$ cat config.mk
export PLATFORM = sky130hd
export DESIGN_NAME = keypad_emulator
export DESIGN_NICKNAME = d
export VERILOG_FILES = /design/src/rtl/keypad_emulator.sv
export SDC_FILE = /design/constraint.sdc
export NUM_CORES = 1
export LEC_CHECK = 0
export CORE_UTILIZATION = 40
export DETAILED_ROUTE_END_ITERATION = 8
export PLACE_DENSITY = 0.67
export SYNTH_ARGS = -nofsm -noshare
export SYNTH_HDL_FRONTEND = slang
export SYNTH_SLANG_ARGS = --single-unit
$ cat constraint.sdc
create_clock -name clk -period 6.3 [get_ports clk]
set_clock_uncertainty 0.15 [all_clocks]
set_input_delay 1.89 -clock clk [delete_from_list [all_inputs] [get_ports clk]]
set_output_delay 1.89 -clock clk [all_outputs]
set_load 0.005 [all_outputs]
$ cat src/rtl/keypad_emulator.sv
// ============================================================================
// Module  : keypad_emulator
// Purpose : Responder side of a 4x4 hex-keypad scan interface. Watches the
//           scanner's active-low row drive and pulls the column of the
//           commanded key low while that key is "pressed". Optional contact
//           bounce on press and release (LFSR driven).
// Config  : define KEYPAD_BOUNCE_EN to include the press/release bounce
//           windows and the LFSR; undefined gives a clean IDLE->HOLD->IDLE.
// Ports   : clk         - system clock, posedge
//           reset       - asynchronous, active-low reset
//           rows[3:0]   - scanner row drive, active-low
//           press_req   - start a press cycle (accepted only when idle)
//           key[3:0]    - hex key, sampled on acceptance
//           hold_cycles - clean-contact hold length, 0 treated as 1
//           cols[3:0]   - column lines to scanner, active-low, idle 4'b1111
//           busy        - high while a press cycle is in progress
//           done        - one-cycle pulse when the cycle returns to idle
// Revision: 1.0 - initial release
// ============================================================================
`default_nettype none

module keypad_emulator #(
  parameter logic [15:0] BOUNCE_CYCLES = 16'd16,
  parameter logic [7:0]  LFSR_SEED     = 8'hA5
) (
  input  logic        clk,
  input  logic        reset,
  input  logic [3:0]  rows,
  input  logic        press_req,
  input  logic [3:0]  key,
  input  logic [15:0] hold_cycles,
  output logic [3:0]  cols,
  output logic        busy,
  output logic        done
);

`ifdef KEYPAD_BOUNCE_EN
  typedef enum logic [1:0] {
    IDLE      = 2'd0,
    PRESS_B   = 2'd1,
    HOLD      = 2'd2,
    RELEASE_B = 2'd3
  } state_t;
`else
  typedef enum logic {
    IDLE = 1'b0,
    HOLD = 1'b1
  } state_t;
`endif

  state_t      state;
  state_t      next_state;
  logic [3:0]  key_q;
  logic [15:0] hold_len;
  logic [15:0] cnt;
  logic        cnt_clr;
  logic        accept;
  logic        finish;
  logic        contact;
  logic        done_q;
  logic [1:0]  row_k;
  logic [1:0]  col_k;

`ifdef KEYPAD_BOUNCE_EN
  // A zero-length bounce window means the bounce states are skipped entirely.
  localparam logic        BOUNCE_SKIP = (BOUNCE_CYCLES == 16'd0);
  localparam logic [15:0] BOUNCE_LAST = BOUNCE_CYCLES - 16'd1;
  // An all-zero seed would lock the LFSR, so substitute 1.
  localparam logic [7:0]  SEED        = (LFSR_SEED == 8'h00) ? 8'h01 : LFSR_SEED;

  logic [7:0] lfsr;

  // Fibonacci LFSR, x^8+x^6+x^5+x^4+1; advances only while bouncing.
  always_ff @(posedge clk or negedge reset) begin
    if (!reset) begin
      lfsr <= SEED;
    end else if (state == PRESS_B || state == RELEASE_B) begin
      lfsr <= {lfsr[6:0], lfsr[7] ^ lfsr[5] ^ lfsr[4] ^ lfsr[3]};
    end
  end
`else
  logic unused_cfg;
  assign unused_cfg = ^{BOUNCE_CYCLES, LFSR_SEED};
`endif

  // Key map: r0: 1 2 3 A | r1: 4 5 6 B | r2: 7 8 9 C | r3: E 0 F D
  always_comb begin
    row_k = 2'd0;
    col_k = 2'd0;
    case (key_q)
      4'h1: begin row_k = 2'd0; col_k = 2'd0; end
      4'h2: begin row_k = 2'd0; col_k = 2'd1; end
      4'h3: begin row_k = 2'd0; col_k = 2'd2; end
      4'hA: begin row_k = 2'd0; col_k = 2'd3; end
      4'h4: begin row_k = 2'd1; col_k = 2'd0; end
      4'h5: begin row_k = 2'd1; col_k = 2'd1; end
      4'h6: begin row_k = 2'd1; col_k = 2'd2; end
      4'hB: begin row_k = 2'd1; col_k = 2'd3; end
      4'h7: begin row_k = 2'd2; col_k = 2'd0; end
      4'h8: begin row_k = 2'd2; col_k = 2'd1; end
      4'h9: begin row_k = 2'd2; col_k = 2'd2; end
      4'hC: begin row_k = 2'd2; col_k = 2'd3; end
      4'hE: begin row_k = 2'd3; col_k = 2'd0; end
      4'h0: begin row_k = 2'd3; col_k = 2'd1; end
      4'hF: begin row_k = 2'd3; col_k = 2'd2; end
      default: begin row_k = 2'd3; col_k = 2'd3; end // 4'hD
    endcase
  end

  // Next-state and contact decode. cnt counts cycles spent in the current
  // state; cnt_clr restarts it on every state change.
  always_comb begin
    next_state = state;
    accept     = 1'b0;
    cnt_clr    = 1'b0;
    finish     = 1'b0;
    contact    = 1'b0;
    case (state)
      IDLE: begin
        if (press_req) begin
          accept  = 1'b1;
          cnt_clr = 1'b1;
`ifdef KEYPAD_BOUNCE_EN
          next_state = BOUNCE_SKIP ? HOLD : PRESS_B;
`else
          next_state = HOLD;
`endif
        end
      end
`ifdef KEYPAD_BOUNCE_EN
      PRESS_B: begin
        contact = lfsr[0];
        if (cnt == BOUNCE_LAST) begin
          cnt_clr    = 1'b1;
          next_state = HOLD;
        end
      end
      RELEASE_B: begin
        contact = lfsr[0];
        if (cnt == BOUNCE_LAST) begin
          cnt_clr    = 1'b1;
          finish     = 1'b1;
          next_state = IDLE;
        end
      end
`endif
      HOLD: begin
        contact = 1'b1;
        if (cnt == hold_len - 16'd1) begin
          cnt_clr = 1'b1;
`ifdef KEYPAD_BOUNCE_EN
          if (BOUNCE_SKIP) begin
            finish     = 1'b1;
            next_state = IDLE;
          end else begin
            next_state = RELEASE_B;
          end
`else
          finish     = 1'b1;
          next_state = IDLE;
`endif
        end
      end
      default: next_state = IDLE;
    endcase
  end

  always_ff @(posedge clk or negedge reset) begin
    if (!reset) begin
      state    <= IDLE;
      cnt      <= 16'd0;
      key_q    <= 4'h0;
      hold_len <= 16'd0;
      done_q   <= 1'b0;
    end else begin
      state  <= next_state;
      done_q <= finish;
      if (accept) begin
        key_q    <= key;
        hold_len <= (hold_cycles == 16'd0) ? 16'd1 : hold_cycles;
      end
      // Saturating counter, held at zero while idle.
      if (cnt_clr || state == IDLE) begin
        cnt <= 16'd0;
      end else if (cnt != 16'hFFFF) begin
        cnt <= cnt + 16'd1;
      end
    end
  end

  // Zero-latency column response: only the latched key's row matters.
  always_comb begin
    cols = 4'b1111;
    if (contact && !rows[row_k]) begin
      cols[col_k] = 1'b0;
    end
  end

  assign busy = (state != IDLE);
  assign done = done_q;

endmodule

`default_nettype wire

==> flow_metrics.tcl <==
set metrics [dict create \
    outcome "completed" \
    crit_slowest_cell "clkdlybuf4s50_1" \
    slew_violations 0 \
    ys_ff_latch 38 \
    dr.pass1.iters 4 \
    start_util 0.425 \
    maxSlewHeadroom 0.316 \
    ant_nets 0 \
    num_rows 28 \
    grt_max_degree 39 \
    syn2layout_area_growth_pct 18.8 \
    synth_top_area_share 0.369 \
    synthTopCellsByArea "dfrtp_1, xnor2_1, mux2_2, a21oi_1, nand2_1" \
    final_cell_area_sq_mm 0.00306 \
    antenna_found_initial 0 \
    path_class "in -> out" \
    drv_cap 0 \
    cp-end-kind "output pin" \
    synth_most_common_cell "dfrtp_1" \
    critPathLaunchType "input pin" \
    cp.arrival_ns 3.66 \
    max_freq_mhz 175 \
    finalCritPeriodShare 0.906 \
    pre_cts_ws_ns 0.604 \
    async_flop_share 1.00 \
    synthDistinctLibCells 52 \
    gr-total-overflow 0 \
    die_height_um 82.3 \
    cts-root-buf "clkbuf_8" \
    drive_above_1_share 0.124 \
    synth_commonest_cells "dfrtp_1, xnor2_1, nand2_1" \
    dpl_cell_area_sq_mm 0.00292 \
    hp-class "reg -> reg" \
    cts_buffers 5 \
    synth-edff-count 0 \
    ctsHoldBuffers 0 \
    dp_hpwl_um 4150 \
    drc 0 \
    power.leakage_nw 1.16 \
    die_area_sq_mm 0.00677 \
    place_congestion 0.850 \
    routed_via_density 5.65 \
    worstMarginPinSlew_ns 1.02 \
    h-tree-depth 2 \
    port-buffer-count 32 \
    ctsResizeCount 0 \
    gr-usage-all-layers 0.194 \
    hold_slack_ns 0.409 \
    routedWlPerCell_um 15.1 \
    num_vias 2160 \
    clkSinkCount 38 \
    synth.largest_area_cell "dfrtp_1" \
    coreArea_sq_mm 0.00606 \
    power.density_mw_per_mm2 296 \
    ios 33 \
    clk_path_buf_depth 2 \
    timing.critical_path.cells "clkdlybuf4s50_1 > nand3_1 > o21ai_0 > a221oi_1 > a31oi_1 > or3_1 > clkdlybuf4s50_1" \
    fin_crit_ns 5.70 \
    seq_area_frac_synth 0.369 \
    n_antenna_cell 0 \
    ys_warn_count 0 \
    grt_setup_unrepaired "no" \
    synth_nets 311 \
    wirelength_um 5750 \
    cp_num_buf_inv 2 \
    ys.flop_type "dfrtp_1" \
    cp_top_family "buffers and inverters" \
    critPathRequiredTime_ns 4.26 \
    regArea_sq_um 951 \
    grt_pass1_vias 2088 \
    fillers 583 \
    setup_viol 0 \
    setup_tns_ns 0 \
    max_stage_delay_ns 0.44 \
    synth_cells 282 \
    clock_latency_ns 0.29 \
    fin_ws_ns 0.595 \
    syn_area_per_cell_sq_um 9.14 \
    cts_tree "yes" \
    drt_iter0_markers 71 \
    cp_max_fo 2 \
    nNetsFinal 335 \
    vdd_drop_max_mv 0.184 \
    grt_pass1_wl_um 9900 \
    die_x_um 82.3 \
    cts.reportedPaths.clkPinSlew_ns 0.08 \
    hold_viol_final 0 \
    critPathMostFrequentCell "clkdlybuf4s50_1" \
    cts_setup_buffers 0 \
    syn-cell-area_sq_mm 0.00258 \
    multiInputGateArea_sq_mm 0.00151 \
    utilization 0.505 \
]
## sequential cells by signal, indices dropped and copies added (netlist names)
| signal | flops |
|---|---|
| key_q | 4 |
| busy | 1 |
| done | 1 |
| hold_len | 16 |
| cnt | 16 |
## kinds of logic after synthesis
kind of cell    Yosys count  share of synthesized area
buf+inv                  26                     0.0457
compound gates           64                      0.167
simple gates             96                      0.200
flops                    38                      0.369
xor+xnor                 37                      0.126
mux                      19                     0.0831
fa+ha+maj                 2                    0.00971
## power by group
part	total, mW	internal (mW)	leakage [nW]	switching [mW]
Sequential	0.361	0.285	0.477	0.0759
Combinational	0.285	0.150	0.611	0.135
Clock	0.260	0.169	0.0714	0.0906
## stage by stage
step	cells	total power, mW
2_1_floorplan	282	0.573
3_3_place_gp	374	0.640
3_5_place_dp	374	0.649
4_1_cts	382	0.913
5_1_grt	382	0.967
6_report	382	0.905
## placed cells by master (no fill, tap or decap), types with 2 or more instances in the layout
| master | instances |
|---|---|
| xnor2_1 | 31 |
| o311ai_0 | 2 |
| nand2b_1 | 2 |
| nand4_1 | 10 |
| buf_4 | 2 |
| nor3_1 | 6 |
| inv_1 | 9 |
| a41oi_1 | 2 |
| nor4bb_1 | 2 |
| or4_1 | 2 |
| o211ai_1 | 3 |
| and2_1 | 2 |
| o21ai_0 | 13 |
| a211oi_1 | 3 |
| nand2_1 | 27 |
| a21oi_1 | 22 |
| clkdlybuf4s50_1 | 31 |
| nor2b_1 | 3 |
| a31oi_1 | 3 |
| o2111ai_1 | 2 |
| dfrtp_1 | 38 |
| ha_1 | 2 |
| and4_1 | 3 |
| nor4_1 | 7 |
| nand3_1 | 7 |
| and3_1 | 2 |
| o31a_1 | 2 |
| mux2_2 | 19 |
| clkbuf_8 | 6 |
| bufinv_16 | 2 |
| nor2_1 | 14 |
| xor2_1 | 6 |
## final timing paths
kind                               from  slack (ns)           end  cells after the start
setup / recovery                rows[1]        0.60       cols[0]                      7
hold / removal             hold_len[11]        0.41  hold_len[11]                      1
setup reg to reg            hold_len[0]        3.40          done                      7
hold reg to reg            hold_len[11]        0.41  hold_len[11]                      1
max in group asynchronous         reset        3.91      key_q[3]                      1
min in group asynchronous         reset        1.55        cnt[6]                      1
## area by class of cell
class | count | share of cell area
Sequential cell | 38 | 0.311
Inverter | 9 | 0.0110
Timing Repair Buffer | 34 | 0.108
Tap cell | 75 | 0.0306
Multi-Input combinational cell | 218 | 0.493
Clock inverter | 2 | 0.0196
Clock buffer | 6 | 0.0270
## routing by layer
layer	vias to the layer above	global-route usage	part of all wire
met5	-	0	0
met3	5	0.0363	0.040
met4	0	0.0737	0.011
li1	1068	-	-
met1	1040	0.245	0.47
met2	47	0.327	0.48
Power figures use the tool's default switching activity.
==> patch 1, RTL diff (config.mk and constraints unchanged) <==
The option `KEYPAD_BOUNCE_EN` is turned on by a define.
--- a/src/rtl/keypad_emulator.sv
+++ b/src/rtl/keypad_emulator.sv
@@ -18,6 +18,8 @@
 // Revision: 1.0 - initial release
 // ============================================================================
 `default_nettype none
+
+`define KEYPAD_BOUNCE_EN
 
 module keypad_emulator #(
   parameter logic [15:0] BOUNCE_CYCLES = 16'd16,
Formal check against the unedited RTL: not equivalent (a bounded check fails within 4 cycles, from zero or initial values and one cycle with reset low).
==> patch 1 against the original RTL <==
  * Routed wire length increased by 16%
  * Non-clock buffer count fell by 2
  * Worst setup slack lost 0.24 ns
  * Synthesized area rose by 22%
  * Sequential cell count up 9
  * Cell area is 18% higher
Power is not compared: it rests on default switching activity, and its combinational part moved more than twofold at a synthesized area within 25%.
==> patch 1: results (changes against the original RTL) <==
stage;metric;value;unit;change
setup_path;crit_fanout;4;;+2
yosys;synth_common_cells;43 x dfrtp_1, 27 x mux2_2, 24 x nand2_1, 17 x nor3_1, 16 x xnor2_1;;
yosys;syn_inst;328;;+16%
yosys;ys_warn_count;0;;unchanged
cts;clk_path_buf_depth;2;;unchanged
cts;cts_max_level;2;;unchanged
yosys;async_reset_ff_share;100.0;%;unchanged
place;post-place-cells;440;;+18%
cts;cts_resized;0;;unchanged
place;port_buffers;32;;unchanged
yosys;syn_nets;362;;+16%
global_routing;grt_pass1_vias;2299;;+10%
hold_path;hold_path_class;reg -> reg;;
outcome;status;complete, no violations;;
route;dr.pass1.iters;4;;unchanged
setup_path;crit_arrival;3.90;ns;+0.24 ns
power_and_ir_drop;vdd_drop_max;0.1886;mV;
global_routing;grtUsageTotal;16.80;%;-2.6 points
yosys;synthTopCellsByArea;dfrtp_1 34%, mux2_2 9.7%, xnor2_1 4.5%;;
yosys;seq_area_frac_synth;37.56;%;+0.65 points
setup_path;r2r_slack;2.99;ns;-0.41 ns
sta;tightest_slew;1.044;ns;+0.02314 ns
place;routabilityCongestion;0.8309;;-2.3%
global_routing;grt_first_pass_wirelength;11.22;mm;+13%
route;initialDrtViolationCount;126;;+77%
cts;post-cts-setup-buffers;0;;unchanged
route;post_drt_via_cell_ratio;5.569;;-1.5%
setup_path;reg2reg_depth;9;;+2
cts;cts_buffers;5;;unchanged
global_routing;grt_max_degree;48;;+23%
hold_path;worstHoldStart;lfsr[6];;
sta;fin_worst_hold_slack;0.3613;ns;-0.04760 ns
cts;clk_pin_slew;0.09;ns;
route;drt-wirelength-per-cell;14.93;um;-0.89%
layout;top_regs;cnt: 16 flops, hold_len: 16 flops, lfsr: 8 flops;;
hold_path;hold_end;lfsr[6];;
yosys;synth.distinct_cells;63;;+21%
yosys;synth_top_area_share;34.22;%;-2.7 points
layout;fill_cells;693;;+19%
setup_path;rr_endpoint;cnt[11];;
layout;stdcell_count;448;;+17%
place;dp_hpwl;5.007;mm;+21%
layout;layout-drive-gt1-share;14.33;%;+1.9 points
layout;nets;382;;+14%
## patch 1: cell types whose count changed after synthesis, moves of 4 or more
cell	change
xnor2_1	-15
mux2i_1	+4
mux2_2	+8
nand2b_1	+5
nor3_1	+11
xor2_1	+9
a21oi_1	-13
dfrtp_1	+5
ha_1	+5
dfstp_2	+4
nand3b_1	+6
## patch 1: worst max-delay path by stage
stage	start	to	slack [ns]	cells after the start
after floorplan	rows[1]	cols[1]	1.45	5
after global placement	rows[1]	cols[1]	0.49	7
after detailed placement	rows[1]	cols[1]	0.38	7
after CTS	rows[1]	cols[1]	0.35	7
after global routing	rows[1]	cols[1]	0.13	8
final	rows[1]	cols[1]	0.36	7
## patch 1: final cells by class
class,count,area (um2),share of cell area (%)
flip-flops and latches,47,1181,32.68
clock inverters,3,46.29,1.281
multi-input cells,252,1842,50.95
well taps,99,123.9,3.427
clock buffers,5,68.82,1.904
repair buffers,32,315.3,8.723
inverters,10,37.54,1.038
## patch 1: power by group
| part | leakage, nW | total (mW) | internal [mW] | switching (mW) |
|---|---|---|---|---|
| Clock | 0.0548 | 0.227 | 0.120 | 0.108 |
| Combinational | 0.761 | 0.603 | 0.301 | 0.302 |
| Sequential | 0.590 | 0.543 | 0.383 | 0.161 |
## patch 1: worst max-delay path, stage by stage
cell	delay, ns
clkdlybuf4s50_1	0.44
mux2_2	0.28
o21ai_0	0.17
a21oi_1	0.09
nor3_1	0.39
o21ai_0	0.16
clkdlybuf4s50_1	0.48
## patch 1: kinds of logic after synthesis
group / after synthesis / share of synthesized area, %
xor+xnor: 31 / 8.635
fa+ha+maj: 7 / 2.785
flops: 47 / 37.56
buf+inv: 29 / 3.860
compound gates: 57 / 12.61
mux: 32 / 11.30
simple gates: 125 / 23.24
## patch 1: stage by stage
step	cell area, um2	utilization, %	worst slack [ns]
after global placement	3500	47.24	0.4936
final	3615	48.79	0.3596
after floorplan	3144	-	1.447
after CTS	3615	48.79	0.3531
after detailed placement	3500	47.24	0.3819
after global routing	3615	48.79	0.1350
## patch 1: per-layer routing
layer,wire length [um],track usage [%],vias to the layer above
met5,0,0,-
met2,3226,27.65,43
met1,3174,22.78,1209
li1,-,-,1238
met3,248,3.283,5
met4,38,3.629,0
==> patch 2, RTL diff (same flow settings) <==
Made on the original files. Add an input register stage for `rows`, `press_req`, `key` and `hold_cycles`, with the module's reset; this delays them by one clock. Comments in the files are not updated.
--- a/src/rtl/keypad_emulator.sv
+++ b/src/rtl/keypad_emulator.sv
@@ -33,6 +33,25 @@
   output logic        busy,
   output logic        done
 );
+
+  logic [3:0] rows_q;
+  logic press_req_q;
+  logic [3:0] key_r;
+  logic [15:0] hold_cycles_q;
+
+  always_ff @(posedge clk or negedge reset) begin
+    if (!reset) begin
+      rows_q        <= '0;
+      press_req_q   <= '0;
+      key_r         <= '0;
+      hold_cycles_q <= '0;
+    end else begin
+      rows_q        <= rows;
+      press_req_q   <= press_req;
+      key_r         <= key;
+      hold_cycles_q <= hold_cycles;
+    end
+  end
 
 `ifdef KEYPAD_BOUNCE_EN
   typedef enum logic [1:0] {
@@ -117,7 +136,7 @@
     contact    = 1'b0;
     case (state)
       IDLE: begin
-        if (press_req) begin
+        if (press_req_q) begin
           accept  = 1'b1;
           cnt_clr = 1'b1;
 `ifdef KEYPAD_BOUNCE_EN
@@ -176,8 +195,8 @@
       state  <= next_state;
       done_q <= finish;
       if (accept) begin
-        key_q    <= key;
-        hold_len <= (hold_cycles == 16'd0) ? 16'd1 : hold_cycles;
+        key_q    <= key_r;
+        hold_len <= (hold_cycles_q == 16'd0) ? 16'd1 : hold_cycles_q;
       end
       // Saturating counter, held at zero while idle.
       if (cnt_clr || state == IDLE) begin
@@ -191,7 +210,7 @@
   // Zero-latency column response: only the latched key's row matters.
   always_comb begin
     cols = 4'b1111;
-    if (contact && !rows[row_k]) begin
+    if (contact && !rows_q[row_k]) begin
       cols[col_k] = 1'b0;
     end
   end
Formal check against the unedited RTL: not equivalent (a bounded check fails within 4 cycles, from zero or initial values and one cycle with reset low).
==> patch 2 against the original RTL <==
  * Routed wire length fell by 2.2%
  * Power up 31%
  * Synthesized area increased by 19%
  * Combinational power is 9.5% lower
  * Clock power increased by 48%
  * Non-clock buffer count shrank 1
  * Sequential cell count grew 25
  * Largest power group unchanged
  * Die area grew 18%
  * Cell area up 20%
  * Count of clock-buffer cells in the layout rose by 5
  * Worst setup slack improved by 1.1 ns
==> patch 2: results (changes against the original RTL) <==
stage;metric;value;unit;change
setup_path;critPathTopFamily;compound AO/OA/AOI/OAI gates;;
layout;fill_cells;657;;+13%
power_and_ir_drop;switching_share;29.53;%;-3.7 points
global_routing;grt_pass1_vias;2109;;+1.0%
place;routabilityCongestion;0.7695;;-9.5%
setup_path;reg2reg_depth;8;;+1
power_and_ir_drop;p_leak;1.504;nW;+30%
layout;top_regs;cnt: 16 flops, hold_cycles_q: 16 flops, hold_len: 16 flops;;
outcome;status;complete, no violations;;
setup_path;worstSetupStartpoint;key_q[0];;
cts;clkLatencyLatePin;0.33;ns;+0.04 ns
place;dp_hpwl;3.970;mm;-4.4%
setup_path;r2r_slack;3.26;ns;-0.14 ns
setup_path;crit_end;cols[3];;
route;initialDrtViolationCount;103;;+45%
sta;period_needed;4.583;ns;-1.122 ns
setup_path;crit_fanout;15;;+13
setup_path;rr_endpoint;cnt[2];;
yosys;synth.distinct_cells;43;;-17%
cts;cts_resized;0;;unchanged
global_routing;grt_max_degree;64;;+64%
place;place_area;0.003465;mm2;+19%
power_and_ir_drop;vdd_drop_max;0.1357;mV;-26%
setup_path;rr_startpoint;hold_len[0];;
layout;stdcell_count;422;;+10%
layout;layout-drive-gt1-share;13.00;%;+0.63 points
setup_path;crit_arrival;2.54;ns;-1.12 ns
route;drt-total-wl;5.628;mm;-2.2%
setup_path;slowest_delay;0.53;ns;+0.09 ns
cts;clk_pin_slew;0.07;ns;
cts;cts_buffers;9;;+4
route;post_drt_via_cell_ratio;5.166;;-8.6%
cts;cts_max_level;3;;+1
global_routing;grt_first_pass_wirelength;9.804;mm;-0.98%
yosys;syn_area_per_cell;10.75;um2;+18%
sta;relSlewSlack;31.78;%;+0.16 points
global_routing;grtUsageTotal;16.37;%;-3.0 points
cts;post-cts-setup-buffers;0;;unchanged
yosys;synthTopCellsByArea;dfrtp_1 51%, mux2_2 5.9%, xor2_1 5.7%;;
yosys;synth_common_cells;63 x dfrtp_1, 20 x nand2_1, 20 x xor2_1, 19 x nor2_1, 16 x mux2_2;;
setup_path;worst_path_max_delay_cell;dfrtp_1;;
yosys;seq_area_frac_synth;51.45;%;+15 points
place;post-place-cells;406;;+8.6%
place;pre_cts_ws;2.084;ns;+1.480 ns
yosys;syn_nets;314;;+0.96%
layout;nets;347;;+3.6%
[patch 2: final cells by class]
cell class	instances	area (um2)	area share, %
repair buffers	33	322.8	8.755
clock inverters	5	81.33	2.206
inverters	7	26.28	0.7126
flip-flops and latches	63	1577	42.76
multi-input cells	204	1415	38.38
well taps	99	123.9	3.359
clock buffers	11	141.4	3.834
[patch 2: worst min path at each step]
stage / depth (start not counted) / start / end / slack, ns
3_5_place_dp: 2 / key_r[2] / key_q[2] / 0.29
2_1_floorplan: 2 / key_r[2] / key_q[2] / 0.28
3_3_place_gp: 2 / key_r[2] / key_q[2] / 0.28
6_report: 2 / key_r[2] / key_q[2] / 0.31
4_1_cts: 2 / key_r[2] / key_q[2] / 0.32
5_1_grt: 2 / key_r[2] / key_q[2] / 0.33
[patch 2: cell families (layout without fill, tap and decap cells)]
group | Yosys count | in the layout | synth area share [%]
and+or+nand+nor | 109 | 109 | 19.84
DFF | 63 | 63 | 51.45
AOI/OAI and AO/OA | 41 | 41 | 9.229
xor gates and xnor gates | 35 | 35 | 10.00
buffers and inverters | 18 | 56 | 2.450
muxes | 17 | 17 | 6.207
adders and majority gates | 2 | 2 | 0.8165
[patch 2: worst min-delay path, stage by stage (launching register included)]
cell and delay [ns]:
dfrtp_1 0.32, nand2_1 0.04, o21ai_0 0.06
[patch 2: power groups by stage]
stage	clock network [mW]	registers, mW	logic (mW)
after detailed placement	0	0.548	0.260
after CTS	0.389	0.541	0.262
after global routing	0.409	0.553	0.294
final	0.384	0.541	0.258
after floorplan	0	0.519	0.206
after global placement	0	0.546	0.253
[patch 2: per-layer routing]
metal	vias up	wire, um	part of all wire, %	track usage (%)
met5	-	0	0	0
met2	49	2579	46	25.33
met1	1035	2767	49	22.15
li1	1089	-	-	-
met4	0	90	1.6	6.349
met3	7	190	3.4	4.155
